### src/rtl/bsort_window_ctrl.sv
// Sliding 16-sample window feeding a combinational bsort network, with a registered ranked output.
// Optional BSORT_RANK_SEL_EN adds a rank_sel port; otherwise the rank is the constant MED_IDX.
module bsort_window_ctrl #(
  parameter int DW      = 13,
  parameter int N       = 16,
  parameter int MED_IDX = 7
) (
  input  logic            clk,
  input  logic            reset,
  input  logic            in_valid,
  output logic            in_ready,
  input  logic [DW-1:0]   in_data,
  input  logic            flush,
  output logic [N*DW-1:0] sort_in,
  input  logic [N*DW-1:0] sort_out,
  output logic            out_valid,
  input  logic            out_ready,
  output logic [DW-1:0]   out_data,
`ifdef BSORT_RANK_SEL_EN
  input  logic [3:0]      rank_sel,
`endif
  output logic [4:0]      fill_cnt
);

  typedef enum logic [1:0] {
    ST_FILL,
    ST_RUN,
    ST_STALL
  } state_t;

  localparam logic [4:0] FILL_FULL = 5'(N);

  logic [4:0]    r_fill;
  logic          r_pend;
  logic          r_out_valid;
  logic [DW-1:0] r_out_data;

  state_t        w_state;
  logic          w_accept;
  logic          w_load;
  logic          w_sets_pend;
  logic [4:0]    w_fill_inc;
  logic [3:0]    w_rank;
  logic [DW-1:0] w_lane [N];

  // Status decode; pend only exists while the window is full, so STALL implies full.
  always_comb begin
    w_state = ST_FILL;
    if (r_fill == FILL_FULL) begin
      if (r_pend && r_out_valid && !out_ready) w_state = ST_STALL;
      else                                     w_state = ST_RUN;
    end
  end

  assign in_ready    = !flush && (w_state != ST_STALL);
  assign w_accept    = in_valid && in_ready;
  assign w_load      = r_pend && (!r_out_valid || out_ready);
  assign w_fill_inc  = (r_fill == FILL_FULL) ? FILL_FULL : r_fill + 5'd1;
  assign w_sets_pend = w_accept && (w_fill_inc == FILL_FULL);

  genvar gi;
  generate
    for (gi = 0; gi < N; gi++) begin : g_win
      logic [DW-1:0] r_word;
      logic [DW-1:0] w_shift_in;
      if (gi == 0) begin : g_head
        assign w_shift_in = in_data;
      end else begin : g_tail
        assign w_shift_in = g_win[gi-1].r_word;
      end

      always_ff @(posedge clk) begin
        if (reset || flush)  r_word <= '0;
        else if (w_accept)   r_word <= w_shift_in;
      end

      assign sort_in[DW*gi +: DW] = r_word;
      assign w_lane[gi]           = sort_out[DW*gi +: DW];
    end
  endgenerate

`ifdef BSORT_RANK_SEL_EN
  logic [3:0] r_rank;

  // Rank travels with the pending result so later rank_sel changes cannot alter it.
  always_ff @(posedge clk) begin
    if (reset)                       r_rank <= '0;
    else if (!flush && w_sets_pend)  r_rank <= rank_sel;
  end

  assign w_rank = r_rank;
`else
  assign w_rank = 4'(MED_IDX);
`endif

  always_ff @(posedge clk) begin
    if (reset) begin
      r_fill      <= '0;
      r_pend      <= 1'b0;
      r_out_valid <= 1'b0;
      r_out_data  <= '0;
    end else begin
      if (flush)         r_fill <= '0;
      else if (w_accept) r_fill <= w_fill_inc;

      // An accept on the load edge re-arms pend for the freshly shifted window.
      if (flush)            r_pend <= 1'b0;
      else if (w_sets_pend) r_pend <= 1'b1;
      else if (w_load)      r_pend <= 1'b0;

      if (w_load) begin
        r_out_valid <= 1'b1;
        r_out_data  <= w_lane[w_rank];
      end else if (out_ready) begin
        r_out_valid <= 1'b0;
      end
    end
  end

  assign out_valid = r_out_valid;
  assign out_data  = r_out_data;
  assign fill_cnt  = r_fill;

endmodule

### config.mk
export PLATFORM = sky130hd
export DESIGN_NAME = bsort_window_ctrl
export DESIGN_NICKNAME = d
export VERILOG_FILES = /design/src/rtl/bsort_window_ctrl.sv
export SDC_FILE = /design/constraint.sdc
export NUM_CORES = 1
export LEC_CHECK = 0
export BUFFER_PORTS_ARGS = -buffer_cell sky130_fd_sc_hd__buf_2
export CAP_MARGIN = 15
export CORE_AREA = 4 4 174 176
export CTS_CLUSTER_SIZE = 8
export DETAILED_ROUTE_END_ITERATION = 8
export DIE_AREA = 0 0 178 180
export RECOVER_POWER = 100
export SYNTH_ARGS = -nofsm -noshare
export SYNTH_HDL_FRONTEND = slang
export SYNTH_SLANG_ARGS = --single-unit
### constraint.sdc
create_clock -name clk -period 1.72 [get_ports clk]
set_clock_uncertainty 0.1 [all_clocks]
set_input_delay 0.086 -clock clk [delete_from_list [all_inputs] [get_ports clk]]
set_output_delay 0.086 -clock clk [all_outputs]
set_load 0.1 [all_outputs]
==> impl_metrics.tcl <==
set metrics [dict create \
    dr.first_iter.drc_count 282 \
    worstPathCellList "inv_4, ha_4, nand4bb_4, buf_6, nor2_4, nor2_4, buf_12" \
    yosysSeqAreaShare 0.5708 \
    power_mw 12.15 \
    coreArea_um2 28630 \
    peakVddDrop_uv 762.2 \
    yosysTopAreaCell "dfxtp_1" \
    portBuffers 258 \
    finalSetupViolations 62 \
    stdcell_count 1714 \
    dp.cells 1612 \
    grt_max_degree 61 \
    clk_pin_slew_worst_paths_ps 50 \
    layout_min_cycle_time_ps 1810 \
    yosys.cell_types.count 32 \
    synth_area_leaders "dfxtp_1 (57%), nand2_1 (20%), a21oi_1 (13%)" \
    die_y_um 180 \
    synth_edf_count 0 \
    rsz0062_at_grt "true" \
    drt-pass1-iter-count 4 \
    crit_path_frequent_cell "nor2_4" \
    syn_area_um2 7996 \
    clock.fmax_mhz 552.6 \
    start_kind "flop" \
    vias_per_cell 4.721 \
    initial_core_util 0.2794 \
    clock_sinks 228 \
    cts-htree-levels 2 \
    drive_above_1_share 0.4940 \
    async_reset_ff_frac 0 \
    pin_count 454 \
    drc_errors 0 \
    final_antenna_net_count 0 \
    area_growth_pct 66.36 \
    syn_inst 997 \
    clockRootBuffer "clkbuf_16" \
    place_ws_ps -58.76 \
    synth_flop_cell "dfxtp_1" \
    final_cell_mix "nand2_1 (287), clkbuf_2 (228), dfxtp_1 (223), a21oi_2 (136), nand2_4 (102)" \
    die_x_um 178 \
    cts_buffers 34 \
    ys.warnings.count 0 \
    arrival_ps 1620 \
    setup_slack_ps -89.77 \
    fillers 2692 \
    nets 1552 \
    cap_violations 0 \
    multi_input_area_um2 4479 \
    clk_latency_ps 490 \
    gp_routability_congestion 0.7475 \
    hpwl_mm 17.52 \
    final.period_utilization 1.052 \
    grt_pass1_vias 7342 \
    ff_latch_area_um2 4583 \
    worstSetupEndpointType "output pin" \
    synth_top_area_frac 0.5708 \
    worst-slew-pin-transition_ps 611.7 \
    antenna_found_initial 4 \
    slew_headroom 0.5940 \
    drv_slew 0 \
    critPathKind "reg2out" \
    wl_mm 28.61 \
    cp_top_family "buffers and inverters" \
    cp_num_buf_inv 3 \
    grt_use_total 0.1528 \
    critPathMaxFanout 3 \
    postLayoutCoreUtil 0.4647 \
    vias 8092 \
    critPathRequiredTime_ps 1530 \
    critical_path.max_stage_delay_ps 350 \
    cts_buffer_depth 3 \
    p_leak_nw 5.297 \
    crit_slowest_cell "dfxtp_4" \
    status "finished, violations left" \
    grt_first_pass_wirelength_mm 40.14 \
    post_drt_wl_per_cell_um 16.69 \
    layout_commonest_cell "nand2_1" \
    holdWs_ps 51.23 \
    hold_viol_final 0 \
    min_path_type "in2reg" \
    violations "negative setup slack" \
    synth.net_count 1225 \
    die-area_um2 32040 \
    powerDensity_nw_per_um2 913.1 \
    synth-seq-cells 228 \
    grt_overflow 0 \
    synth_area_per_cell_um2 8.020 \
    rows 62 \
    cts_tree "built" \
]
==> stage by stage <==
stage / setup TNS (ps) / cell area [µm²]
after floorplan: 0 / 8142
after global placement: -1756 / 9962
after detailed placement: -1541 / 9962
after CTS: -1593 / 11470
after global routing: -14180 / 13300
final: -1152 / 13300
==> path summary, 6_finish.rpt <==
check,from,to,slack [ps],cells past startpoint
hold / removal,flush,fill_cnt[0]$_SDFFE_PP0P_,50,5
hold reg to reg,g_win[15].r_word[4]$_SDFFE_PP0P_,g_win[15].r_word[4]$_SDFFE_PP0P_,360,2
setup reg to reg,fill_cnt[0]$_SDFFE_PP0P_,g_win[0].r_word[0]$_SDFFE_PP0P_,-50,9
setup / recovery,fill_cnt[0]$_SDFFE_PP0P_,in_ready,-90,7
==> routing by layer <==
metal / wire (µm) / global-route usage / vias up
met1: 11810 / 0.1947 / 3864
met4: 801 / 0.04579 / 4
met5: 20 / 0 / -
met3: 2446 / 0.05147 / 65
met2: 13530 / 0.2451 / 273
li1: - / - / 3886
==> state kept, by name (all words and copies together) (netlist names) <==
| signal | count |
|---|---|
| out_data | 13 |
| out_valid | 1 |
| r_pend | 1 |
| g_win.w_shift_in | 13 |
| fill_cnt | 5 |
| g_win.r_word | 195 |
==> worst register-to-register path, cell delays in order (launching register included) <==
cell and delay, ps:
dfxtp_4 350, inv_4 60, ha_4 130, nand4bb_4 150, o21ai_4 200, buf_12 190, buf_12 170, clkbuf_16 200
nand2_4 60, a21oi_2 100
==> where the power goes <==
group	switching, mW	internal, mW	leakage [nW]
Clock	2.20	3.73	0.454
Sequential	0.0107	5.30	1.84
Combinational	0.542	0.361	3.00
==> cell families (layout without fill, tap and decap cells) <==
logic type | Yosys count | after routing | synth area share
compound gates | 221 | 221 | 0.1421
mux | 13 | 13 | 0.01627
other cells | 0 | 2 | 0
flops | 228 | 228 | 0.5708
buf+inv | 77 | 408 | 0.04600
xor+xnor | 2 | 2 | 0.002191
simple gates | 454 | 454 | 0.2195
fa+ha+maj | 2 | 2 | 0.003129
==> cells in the mapped netlist (all sizes together) (2+ instances only) <==
cell type	instances
ha	2
nand3	3
inv	5
dfxtp	228
clkbuf	20
o21ai	2
nor3	2
mux2i	13
buf	52
nand2	422
nor2	20
a21oi	212
==> cell type report <==
type / instances / share of cell area
clock inverter: 2 / 0.002916
antenna: 2 / 0.0003762
sequential: 228 / 0.3445
clock buffer: 38 / 0.06669
tap: 384 / 0.03612
inverter: 5 / 0.001787
multi-input combinational: 692 / 0.3367
timing repair buffer: 363 / 0.2109
==> repair_timing <==
| item | CTS | global route |
|---|---|---|
| gates cloned | 4 | 18 |
| gates resized for setup | 29 | 390 |
| setup endpoints to repair | 157 | 205 |
| setup buffers | 6 | 3 |
| hold buffers | 30 | 0 |
| endpoints found under the hold margin | 28 | 0 |
| pin swaps | 25 | 229 |
Power figures use the tool's default switching activity.
